<file path="config.mk">
export PLATFORM = sky130hd
export DESIGN_NAME = chess_timer_ctrl
export DESIGN_NICKNAME = d
export VERILOG_FILES = /design/src/rtl/chess_pkg.sv /design/src/rtl/bcd_time_dec.sv /design/src/rtl/chess_timer_ctrl.sv
export SDC_FILE = /design/constraint.sdc
export NUM_CORES = 1
export LEC_CHECK = 0
export BUFFER_PORTS_ARGS = -buffer_cell sky130_fd_sc_hd__clkbuf_2
export CAP_MARGIN = 20
export CELL_PAD_IN_SITES_DETAIL_PLACEMENT = 1
export CELL_PAD_IN_SITES_GLOBAL_PLACEMENT = 2
export CORE_ASPECT_RATIO = 0.9
export CORE_MARGIN = 3
export CORE_UTILIZATION = 30
export DETAILED_ROUTE_END_ITERATION = 8
export PLACE_DENSITY_LB_ADDON = 0.3
export SYNTH_ARGS = -nofsm -noshare
export SYNTH_HDL_FRONTEND = slang
export SYNTH_SLANG_ARGS = --single-unit
</file>
<file path="constraint.sdc">
create_clock -name clock -period 6 [get_ports clock]
set_input_delay 1.8 -clock clock [delete_from_list [all_inputs] [get_ports clock]]
set_output_delay 1.8 -clock clock [all_outputs]
set_load 0.005 [all_outputs]
</file>
<file path="src/rtl/chess_pkg.sv">
// Shared types and constants for the chess clock controller: FSM states, player
// encoding, the display blank code and the MM:SS BCD time record.
package chess_pkg;

  typedef enum logic [1:0] {
    IDLE    = 2'd0,
    RUN     = 2'd1,
    PAUSED  = 2'd2,
    TIMEOUT = 2'd3
  } state_t;

  localparam logic WHITE = 1'b0;
  localparam logic BLACK = 1'b1;

  localparam logic [3:0] BLANK = 4'hF;

  typedef struct packed {
    logic [3:0] min_tens;
    logic [3:0] min_ones;
    logic [3:0] sec_tens;
    logic [3:0] sec_ones;
  } time_t;

  function automatic time_t make_time(input int mins, input int secs);
    time_t t;
    t.min_tens = 4'((mins / 10) % 10);
    t.min_ones = 4'(mins % 10);
    t.sec_tens = 4'((secs / 10) % 10);
    t.sec_ones = 4'(secs % 10);
    return t;
  endfunction

endpackage

</file>
<file path="src/rtl/bcd_time_dec.sv">
// Combinational MM:SS decrement by one second with BCD borrow, plus a flag
// that the decremented time is 00:00.
module bcd_time_dec
  import chess_pkg::*;
(
  input  time_t cur,
  output time_t nxt,
  output logic  zero
);

  // Borrow ripples from seconds-ones up to minutes-tens.
  always_comb begin
    nxt = cur;
    if (cur.sec_ones != 4'd0) begin
      nxt.sec_ones = cur.sec_ones - 4'd1;
    end else begin
      nxt.sec_ones = 4'd9;
      if (cur.sec_tens != 4'd0) begin
        nxt.sec_tens = cur.sec_tens - 4'd1;
      end else begin
        nxt.sec_tens = 4'd5;
        if (cur.min_ones != 4'd0) begin
          nxt.min_ones = cur.min_ones - 4'd1;
        end else begin
          nxt.min_ones = 4'd9;
          nxt.min_tens = cur.min_tens - 4'd1;
        end
      end
    end
  end

  assign zero = (nxt == 16'h0000);

endmodule

</file>
<file path="src/rtl/chess_timer_ctrl.sv">
// Two-player chess clock: per-player BCD countdown, move switching, pause,
// flag fall detection and the displayed digits of the active player.
module chess_timer_ctrl
  import chess_pkg::*;
#(
  parameter int CLK_FREQ  = 50_000_000,
  parameter int START_MIN = 10,
  parameter int START_SEC = 0
) (
  input  logic        clock,
  input  logic        reset,
  input  logic        Start,
  input  logic        MoveDone,
  input  logic        Pause,
  output logic        ActivePlayer,
  output logic [15:0] Digits,
  output logic        LowTime,
  output logic        Timeout,
  output logic        Loser
);

  localparam int            CW         = (CLK_FREQ > 1) ? $clog2(CLK_FREQ) : 1;
  localparam logic [CW-1:0] LAST       = CW'(CLK_FREQ - 1);
  localparam logic [CW-1:0] HALF       = CW'(CLK_FREQ / 2);
  localparam time_t         START_TIME = make_time(START_MIN, START_SEC);

  state_t        state_r, state_s;
  time_t         white_r, white_s, black_r, black_s;
  logic          active_r, active_s;
  logic          timeout_r, timeout_s;
  logic          loser_r, loser_s;
  logic [CW-1:0] cnt_r, cnt_s, cnt_inc_s;
  time_t         cur_s, dec_s;
  logic          zero_s, tick_s;

  assign cur_s     = (active_r == BLACK) ? black_r : white_r;
  assign tick_s    = (cnt_r == LAST);
  assign cnt_inc_s = tick_s ? '0 : cnt_r + CW'(1);

  bcd_time_dec u_dec (
    .cur  (cur_s),
    .nxt  (dec_s),
    .zero (zero_s)
  );

  // State register with synchronous reset.
  always_ff @(posedge clock) begin
    if (reset) begin
      state_r   <= IDLE;
      white_r   <= START_TIME;
      black_r   <= START_TIME;
      active_r  <= WHITE;
      timeout_r <= 1'b0;
      loser_r   <= WHITE;
      cnt_r     <= '0;
    end else begin
      state_r   <= state_s;
      white_r   <= white_s;
      black_r   <= black_s;
      active_r  <= active_s;
      timeout_r <= timeout_s;
      loser_r   <= loser_s;
      cnt_r     <= cnt_s;
    end
  end

  // Next-state logic: Start reload, countdown, move toggle and pause.
  always_comb begin
    state_s   = state_r;
    white_s   = white_r;
    black_s   = black_r;
    active_s  = active_r;
    timeout_s = timeout_r;
    loser_s   = loser_r;
    cnt_s     = cnt_r;
    if (Start && (state_r == IDLE || state_r == TIMEOUT)) begin
      state_s   = RUN;
      white_s   = START_TIME;
      black_s   = START_TIME;
      active_s  = WHITE;
      timeout_s = 1'b0;
      loser_s   = WHITE;
      cnt_s     = '0;
    end else begin
      case (state_r)
        IDLE: state_s = IDLE;
        RUN: begin
          cnt_s = cnt_inc_s;
          if (tick_s) begin
            if (active_r == BLACK) black_s = dec_s;
            else                   white_s = dec_s;
          end else begin
            white_s = white_r;
          end
          // A flag fall overrides both a coincident move and a pause request.
          if (tick_s && zero_s) begin
            state_s   = TIMEOUT;
            timeout_s = 1'b1;
            loser_s   = active_r;
          end else begin
            if (MoveDone) active_s = ~active_r;
            else          active_s = active_r;
            if (Pause)    state_s = PAUSED;
            else          state_s = RUN;
          end
        end
        PAUSED: begin
          if (!Pause) state_s = RUN;
          else        state_s = PAUSED;
        end
        TIMEOUT: cnt_s = cnt_inc_s;
        default: state_s = IDLE;
      endcase
    end
  end

  // Output decode straight from the registers.
  always_comb begin
    if (state_r == TIMEOUT) begin
      Digits = (cnt_r < HALF) ? 16'h0000 : {4{BLANK}};
    end else begin
      Digits = cur_s;
    end
    if (state_r != IDLE && cur_s.min_tens == 4'd0 && cur_s.min_ones == 4'd0 &&
        (cur_s.sec_tens == 4'd0 || (cur_s.sec_tens == 4'd1 && cur_s.sec_ones == 4'd0))) begin
      LowTime = 1'b1;
    end else begin
      LowTime = 1'b0;
    end
  end

  assign ActivePlayer = active_r;
  assign Timeout      = timeout_r;
  assign Loser        = loser_r;

endmodule
</file>
== After elaboration in Yosys (flattened, before gate mapping) ==
Cells that the tools add are included.
W data, S select, Z words.

* Register bits after elaboration: 63
* Bits of input ports: 5
* Output and inout port bits: 20
* Logic and storage cells: 68

* Add/subtract/negate cells: 5
* Magnitude comparators: 1
* Equality and inequality tests: 5
* Mux-type cells: 15
* Bitwise operators: 2
* Reductions and logical operators: 26

{| class="wikitable"
|+ Operator list
! kind !! count
|-
| $mux W16 || 3
|-
| $add A26 B1 Y26 const B || 1
|-
| $eq A26 B26 Y1 const B || 1
|-
| $lt A26 B25 Y1 const B || 1
|-
| $mux W26 || 1
|-
| $logic_not A16 Y1 || 1
|-
| $logic_not A4 Y1 || 4
|-
| $mux W4 || 4
|-
| $reduce_bool A4 Y1 || 4
|-
| $sub A4 B1 Y4 const B || 4
|-
| $mux W12 || 1
|-
| $reduce_and A3 Y1 || 3
|-
| $mux W8 || 1
|-
| $logic_and A1 B1 Y1 || 6
|-
| $pmux W2 S3 || 1
|-
| $eq A2 B2 Y1 const B || 2
|-
| $eq A4 B1 Y1 const B || 1
|-
| $mux W2 || 2
|-
| $reduce_or A2 Y1 || 2
|-
| $reduce_bool A3 Y1 || 1
|-
| $eq A2 B1 Y1 const B || 1
|-
| $logic_not A2 Y1 || 1
|-
| $logic_or A1 B1 Y1 || 2
|-
| $mux W1 || 2
|-
| other kinds (3) || 4
|}

== Logic depth before layout (Yosys ltp) ==
Gate-level depths: netlist (run 1).

* Depth after elaboration: 10
* Gate-level depth with buffers: 10

== Modules after synthesis ==
Synthesis (run 1) repeated with hierarchy kept, for this count alone.

* Cell total of the unflattened synthesis: 476
* Area, all modules: 3847.4 um^2

{| class="wikitable"
|+ Modules (own cells, without submodules)
! module !! instances !! cells each !! area an instance (um^2) !! sequential area each (um^2)
|-
| chess_timer_ctrl || 1 || 424 || 3497.1 || 1261.2
|-
| bcd_time_dec || 1 || 52 || 350.3 || 0.0
|}

== Worst setup path after synthesis (run 1) ==
No wires, ideal clock.

* Kind: reg2out
* Start point: register active_r (netlist: ActivePlayer)
* End point: output Digits[0]
* Data arrival time: 1.844 ns
* Required time: 4.200 ns
* Slack: 2.356 ns
* Stages on the path, launching flop included: 8
* Cells stage by stage: dfxtp_1 > buf_6 > buf_6 > buf_2 > buf_1 > buf_1 > mux2i_1 > a21boi_0

* Longest elaborated chain between the ends: 2

{| class="wikitable"
|+ RTL lines
! what !! line !! source
|-
| from (decl) || chess_timer_ctrl.sv:29 || <nowiki>logic active_r, active_s;</nowiki>
|-
| from (signal assigned) || chess_timer_ctrl.sv:60 || <nowiki>active_r <= active_s;</nowiki>
|-
| $mux W16 || chess_timer_ctrl.sv:36 || <nowiki>assign cur_s = (active_r == BLACK) ? black_r : white_r;</nowiki>
|-
| $mux W16 || chess_timer_ctrl.sv:119 || <nowiki>if (state_r == TIMEOUT) begin</nowiki>
|-
| to (decl) || chess_timer_ctrl.sv:16 || <nowiki>output logic [15:0] Digits,</nowiki>
|}

No other way between the ends.

== Worst setup path after layout (run 1) ==
* Start point: register active_r (netlist: ActivePlayer)
* End point: output LowTime

* Longest elaborated chain between the ends: 6
* Elaborated cells between the ends (all ways): 12
* Classes of those cells: eq/ne: 1; mux: 2; reduce/logical: 9

{| class="wikitable"
|+ RTL lines
! what !! line !! source
|-
| $mux W16 (*) || chess_timer_ctrl.sv:36 ||
|-
| $eq A4 B1 Y1 (tied with other cells) || chess_timer_ctrl.sv:125 || <nowiki>(cur_s.sec_tens == 4'd0 || (cur_s.sec_tens == 4'd1 && cur_s.sec_ones == 4'd0))) begin</nowiki>
|-
| $logic_and A1 B1 Y1 (on tied branches) || chess_timer_ctrl.sv:125, chess_timer_ctrl.sv:124 ||
|-
| $logic_or A1 B1 Y1 / $logic_and A1 B1 Y1 (equally long branches) || chess_timer_ctrl.sv:125, chess_timer_ctrl.sv:124 ||
|-
| $logic_and A1 B1 Y1 (*) || chess_timer_ctrl.sv:124 || <nowiki>if (state_r != IDLE && cur_s.min_tens == 4'd0 && cur_s.min_ones == 4'd0 &&</nowiki>
|-
| $mux W1 (*) || chess_timer_ctrl.sv:124 ||
|-
| to (decl) || chess_timer_ctrl.sv:17 || <nowiki>output logic LowTime,</nowiki>
|}

Mark *: on every way between the ends. The rest lies on a longest branch, timed or not.

==> results.py, run 1 <==
metrics = {
    "outcome": {
        "status": "completed",
    },
    "worst_setup_path": {
        "r2r-start": "ActivePlayer",
        "worstRegToRegCells": 7,
        "worstSetupStartpointType": "flop",
        "reg2reg_slack_ns": 2.66,
        "r2r_end": "Loser",
        "crit_end": "LowTime",
        "path_class": "reg -> out",
        "critPathCaptureType": "output pin",
        "path_max_fanout": 47,
        "startpoint": "ActivePlayer",
        "arrival_ns": 2.90,
        "crit_required_ns": 4.20,
    },
    "clocking": {
        "insertion_delay_ns": 0.34,
        "clk_path_buf_depth": 2,
        "cts_max_level": 3,
        "cts.sinks": 63,
        "cts.clk_slew.worst_paths_ns": 0.06,
        "cts_setup_buffers": 0,
        "root_buffer": "clkbuf_16",
        "numCtsBuffers": 9,
        "cts_tree": "yes",
        "hold_buffers": 0,
        "cts_resized": 0,
    },
    "placed_design": {
        "portBuffers": 24,
        "hpwlAfterDp_mm": 6.919,
        "gp_congestion": 0.7327,
        "place_inst": 604,
    },
    "timing": {
        "slew_violations": 0,
        "setup_viol": 0,
        "timing.fmax_mhz": 212.6,
        "fin_crit_sh_pct": 78.40,
        "slew_headroom_pct": 35.53,
        "whs_ns": 0.4517,
        "worst_pin_slew_ns": 0.9670,
        "rsz0062_at_grt": "no",
        "finalHoldViolCount": 0,
        "skew_ns": 0.006181,
        "setup_tns_ns": 0,
        "finalCriticalPeriod_ns": 4.704,
    },
    "synth": {
        "avgSynthCellArea_um2": 8.097,
        "synth_cells": 443,
        "synth_nets": 456,
        "synthFlopType": "dfxtp_1",
        "ys_async_sr_fraction_pct": 0,
        "synth_seq_cells": 63,
        "yosysWarnings": 0,
        "yosys-top-cells-area": "dfxtp_1 35%, nand2_1 7.4%, a21oi_1 5.4%",
        "ys_seq_area_share_pct": 35.16,
        "synthDominantCellAreaShare_pct": 35.16,
        "synth_edf_count": 0,
        "synth_cell_types": 56,
        "yosysTopAreaCell": "dfxtp_1",
        "synth_area_mm2": 0.003587,
    },
    "die": {
        "die_w_um": 121.3,
        "rows": 37,
        "floorplan.initialDensity_pct": 30.99,
        "core_mm2": 0.01157,
        "die-area_mm2": 0.01331,
        "pin_count": 25,
        "die_h_um": 109.7,
    },
    "drt": {
        "ant_nets": 0,
        "routed-via-count": 3141,
        "drc_errors": 0,
        "viasPerCell": 5.066,
        "wl_per_cell_um": 15.92,
        "drtPass1Iterations": 4,
        "wl_mm": 9.869,
        "initialDrtViolationCount": 136,
    },
    "power_and_ir_drop": {
        "seq_power_share_pct": 40.8,
        "internal_power_uw": 792.0,
        "power_leakage_uw": 0.001419,
        "peakVddDrop_mv": 0.1618,
        "netSwitchingFraction_pct": 25.50,
        "p_sw_uw": 271.0,
        "pwr-share-comb_pct": 10.5,
        "power_density_mw_per_mm2": 258.6,
        "p_clk_share_pct": 48.8,
    },
    "global_routing": {
        "grt_max_degree": 48,
        "grt_usage_pct": 15.70,
        "grt_pass1_vias": 3123,
        "grt_overflow": 0,
        "grt_antenna_before_repair": 0,
        "grt_pass1_wl_mm": 16.29,
    },
    "worst_hold_path": {
        "hold_class": "reg -> reg",
    },
    "layout": {
        "syn_to_final_growth_pct": 14.61,
        "diodes": 0,
        "layout-drive-gt1-share_pct": 12.50,
        "nets": 472,
        "final_cell_count_no_fill": 620,
    },
    "job": {
        "maxCapViolations": 0,
    },
}
## flip-flops by register name, summed over array words and instances, names as in the netlist
name and cells:
state_r 2, white_r 16, cnt_r 26, ActivePlayer 1
Timeout 1, Loser 1, black_r 16
## critical path, cell delays in order (launching register included)
cell	delay, ns
dfxtp_2	0.95
mux2i_1	0.49
ha_1	0.24
nand4_1	0.09
or4_1	0.45
a21oi_1	0.19
clkbuf_2	0.15
## per-layer routing
metal / wire length (µm) / vias up / global-route usage [%]
li1: - / 1606 / -
met1: 5170 / 1493 / 21.50
met2: 4247 / 29 / 24.04
met3: 271 / 13 / 3.755
met4: 180 / 0 / 5.840
met5: 0 / - / 0
## power by group through the flow
stage / clock, µW / combinational [µW] / sequential (µW)
after floorplan: 0 / 94.9 / 432
after global placement: 0 / 110 / 442
after detailed placement: 0 / 111 / 443
after CTS: 534 / 112 / 434
after global routing: 554 / 124 / 435
final: 518 / 111 / 434
## layout by cell type, fill, tap and decap left out, drive strengths merged, types with 2 or more instances in the layout
master   synthesis  routed
mux2             7       7
ha               8       8
or4              2       2
and3             8       8
nand4            5       5
nand3b           3       3
o2111ai          2       2
nand2           71      71
nand3           10      10
or3             12      12
o21a            10      10
clkinv           0       3
nor2            38      38
o22ai            3       3
mux2i           15      15
a21o             2       2
nand2b           2       2
o211ai           3       3
nor4             7       7
inv              9       9
nor3            13      13
nor3b            6       6
o21ai           19      19
a21boi          11      11
clkbuf          15      36
xnor2           14      14
a211oi           2       2
nor2b            2       2
a21oi           39      39
a31oi            3       3
xor2            16      16
dfxtp           63      63
## through the flow
stage / instance area, µm² / utilization, % / total power [µW] / setup slack [ns]
final: 4111 / 35.52 / 1063 / 1.296
after global routing: 4111 / 35.52 / 1112 / 1.086
after CTS: 4111 / 35.52 / 1079 / 1.267
after detailed placement: 3820 / 33.01 / 553.9 / 1.657
after global placement: 3820 / 33.01 / 551.9 / 1.759
after floorplan: 3587 / - / 527.0 / 2.356
## cells by family (layout without fill, tap and decap cells)
logic type	after synthesis	count (layout)	share of synthesized area (%)
AOI/OAI and AO/OA	103	103	18.45
xor gates and xnor gates	30	30	7.325
adders and majority gates	8	8	2.790
buffers and inverters	29	50	3.488
DFF	63	63	35.16
muxes	22	22	6.383
and+or+nand+nor	188	188	26.40
## cells in the mapped netlist (4+ instances only)
| cell type | n |
|---|---|
| nand2_1 | 71 |
| dfxtp_1 | 63 |
| a21oi_1 | 39 |
| nor2_1 | 38 |
| o21ai_0 | 19 |
| xor2_1 | 16 |
| clkbuf_1 | 15 |
| mux2i_1 | 15 |
| xnor2_1 | 14 |
| or3_1 | 12 |
| a21boi_0 | 11 |
| nand3_1 | 10 |
| nor3_1 | 10 |
| o21a_1 | 10 |
| inv_1 | 9 |
| ha_1 | 8 |
| and3_1 | 7 |
| mux2_2 | 7 |
| nor4_1 | 6 |
| nand4_1 | 5 |
| nor3b_1 | 4 |
## how the worst min path moves through the flow
stage	start	endpoint	slack [ns]	cells past startpoint
floorplan	black_r[14]	black_r[14]	0.43	2
global placement	black_r[14]	black_r[14]	0.44	2
detailed placement	white_r[13]	white_r[13]	0.45	2
CTS	white_r[13]	white_r[13]	0.45	2
global route	black_r[14]	black_r[14]	0.48	2
finish	black_r[14]	black_r[14]	0.45	2
## cell type report
cell class,count,area [µm²]
well taps,156,195.2
fillers,1442,7462
multi-input cells,351,2201
inverters,9,33.78
flip-flops and latches,63,1262
clock buffers,12,246.5
repair buffers,25,127.6
clock inverters,4,45.04
(Power assumes the default switching activity.)
==> inputs of run 2 (changes only) <==
ABC_AREA = 1   (was unset)
clock period = 3.9 ns   (was 6 ns; I/O delays follow)
==> results.py, run 2 <==
metrics = {
    "die": {
        "core_mm2": 0.01176,
        "rows": 37,
        "die_w_um": 123.2,
        "die_h_um": 111.4,
        "pin_count": 25,
        "die-area_mm2": 0.01373,
        "floorplan.initialDensity_pct": 31.52,
    },
    "worst_setup_path": {
        "path_max_fanout": 36,
        "startpoint": "ActivePlayer",
        "r2r-start": "cnt_r[13]",
        "worstRegToRegCells": 10,
        "worstSetupStartpointType": "flop",
        "arrival_ns": 2.29,
        "cp_slowest_stage_delay_ns": 0.39,
        "crit_slowest_cell": "buf_4",
        "crit_end": "LowTime",
        "path_class": "reg -> out",
        "path_delay_family": "simple AND/OR/NAND/NOR gates",
        "reg2reg_slack_ns": 0.92,
        "critPathCaptureType": "output pin",
        "path_depth": 8,
        "crit_required_ns": 2.73,
        "cp.buffers_inverters": 2,
        "path_cells": "buf_4, nand2_1, o21ai_1, nand2_4, nor2_8, nor2_1, nor4_1, clkbuf_2",
        "r2r_end": "black_r[6]",
    },
    "synth": {
        "avgSynthCellArea_um2": 6.594,
        "synthTopCellsByCount": "131 x nand2_1, 72 x inv_1, 63 x dfxtp_1, 59 x o21ai_0, 56 x nor2_1",
        "synth_cell_types": 48,
        "synthDominantCellAreaShare_pct": 34.03,
        "synth_area_mm2": 0.003706,
        "synth_seq_cells": 63,
        "synthSimpleGateAreaFrac_pct": 31.84,
        "synth_top_family_by_area": "simple AND/OR/NAND/NOR gates",
        "synth_edf_count": 0,
        "synthAdderAreaFrac_pct": 2.701,
        "ys_async_sr_fraction_pct": 0,
        "synth.area.mux_share_pct": 0,
        "synthXorXnorAreaFrac_pct": 1.418,
        "synth_nets": 575,
        "ys_seq_area_share_pct": 34.03,
        "yosysMostFrequentCell": "nand2_1",
        "yosys-top-cells-area": "dfxtp_1 34%, nand2_1 13%, o21ai_0 8.0%",
        "synth_cells": 562,
        "yosysTopAreaCell": "dfxtp_1",
        "synthFlopType": "dfxtp_1",
        "synth_compound_area_share_pct": 19.24,
        "yosysWarnings": 0,
    },
    "timing": {
        "finalHoldViolCount": 0,
        "setup_viol": 0,
        "fin_crit_sh_pct": 88.75,
        "timing.fmax_mhz": 288.9,
        "finalCriticalPeriod_ns": 3.461,
        "worst_slack_ns": 0.4386,
        "slew_violations": 0,
        "skew_ns": 0.008543,
        "rsz0062_at_grt": "no",
        "setup_tns_ns": 0,
        "worst_pin_slew_ns": 0.7419,
        "slew_headroom_pct": 50.49,
    },
    "global_routing": {
        "grt_overflow": 0,
        "grt_antenna_before_repair": 0,
        "grt_usage_pct": 17.55,
        "grt_max_degree": 37,
        "grt_pass1_wl_mm": 18.93,
        "grt_pass1_vias": 3683,
    },
    "placed_design": {
        "portBuffers": 24,
        "hpwlAfterDp_mm": 8.408,
        "gp_congestion": 0.8328,
        "place_inst": 729,
        "dp_slack_ns": 0.7836,
    },
    "clocking": {
        "clk_path_buf_depth": 2,
        "cts_setup_buffers": 0,
        "hold_buffers": 0,
        "numCtsBuffers": 9,
        "cts.clk_slew.worst_paths_ns": 0.06,
        "cts_max_level": 3,
        "cts_tree": "yes",
        "cts.sinks": 63,
        "insertion_delay_ns": 0.35,
        "root_buffer": "clkbuf_16",
        "cts_resized": 0,
    },
    "layout": {
        "diodes": 0,
        "nets": 597,
        "final_cell_mix": "131 x nand2_1, 72 x inv_1, 63 x dfxtp_1",
        "layout_commonest_cell": "nand2_1",
        "largest_reg_flops": 26,
        "final_cell_count_no_fill": 745,
        "top_register": "cnt_r",
        "layout-drive-gt1-share_pct": 13.58,
        "largestRegisters": "cnt_r (26), black_r (16), white_r (16)",
        "syn_to_final_growth_pct": 14.82,
    },
    "drt": {
        "initialDrtViolationCount": 193,
        "wl_per_cell_um": 15.16,
        "drtPass1Iterations": 4,
        "viasPerCell": 4.954,
        "routed-via-count": 3691,
        "wl_mm": 11.30,
        "drc_errors": 0,
        "ant_nets": 0,
    },
    "power_and_ir_drop": {
        "peakVddDrop_mv": 0.2675,
        "fin_total_pwr_uw": 1604,
        "power_leakage_uw": 0.001803,
        "power_density_mw_per_mm2": 377.0,
    },
    "worst_hold_path": {
        "hold_class": "reg -> reg",
    },
    "outcome": {
        "status": "completed",
    },
    "job": {
        "maxCapViolations": 0,
    },
}
## run 2: report_power, final
part / switching (µW) / total [µW] / leakage (µW) / internal, µW
logic: 108 / 153 / 0.00114 / 44.8
clock network: 304 / 799 / 0.000151 / 496
registers: 4.00 / 652 / 0.000508 / 648
total: 416 / 1600 / 0.00180 / 1190
## run 2: area by class of cell
class                   count  area [µm²]
clock buffers              13       280.3
clock inverters             3       15.01
fillers                  1545        7503
inverters                  77       291.5
multi-input cells         404        2054
flip-flops and latches     63        1261
well taps                 156       195.2
repair buffers             29       157.7
## run 2: logic make-up after synthesis
family	Yosys count
simple gates	261
compound gates	129
buf+inv	95
flops	63
fa+ha+maj	8
xor+xnor	6
## run 2: per-stage QoR
step / utilization, % / cell area, µm² / hold WS, ns
floorplan: - / 3706 / 0.4223
global route: 36.19 / 4255 / 0.4797
detailed placement: 33.68 / 3960 / 0.4401
global placement: 33.68 / 3960 / 0.4333
CTS: 36.19 / 4255 / 0.4484
finish: 36.19 / 4255 / 0.4447
## run 2: worst min-delay path by stage
stage	start	endpoint	slack, ns	depth (start not counted)
after floorplan	white_r[0]	white_r[0]	0.42	1
after global placement	white_r[2]	white_r[2]	0.43	2
final	black_r[2]	black_r[2]	0.44	2
after global routing	black_r[2]	black_r[2]	0.48	2
after CTS	black_r[2]	black_r[2]	0.45	2
after detailed placement	black_r[2]	black_r[2]	0.44	2
## run 2: routing by layer
| layer | GRT usage [%] | wire length [µm] | part of all wire, % | vias up |
|---|---|---|---|---|
| met5 | 0 | 0 | 0 | - |
| met4 | 4.723 | 140 | 1.2 | 0 |
| met3 | 5.485 | 436 | 3.9 | 11 |
| met2 | 25.69 | 4822 | 43 | 39 |
| met1 | 24.84 | 5896 | 52 | 1765 |
| li1 | - | - | - | 1876 |
## run 2: worst min-delay path, stage by stage (launching register included)
cell and delay, ns:
dfxtp_1 0.31, inv_1 0.05, a21oi_1 0.05
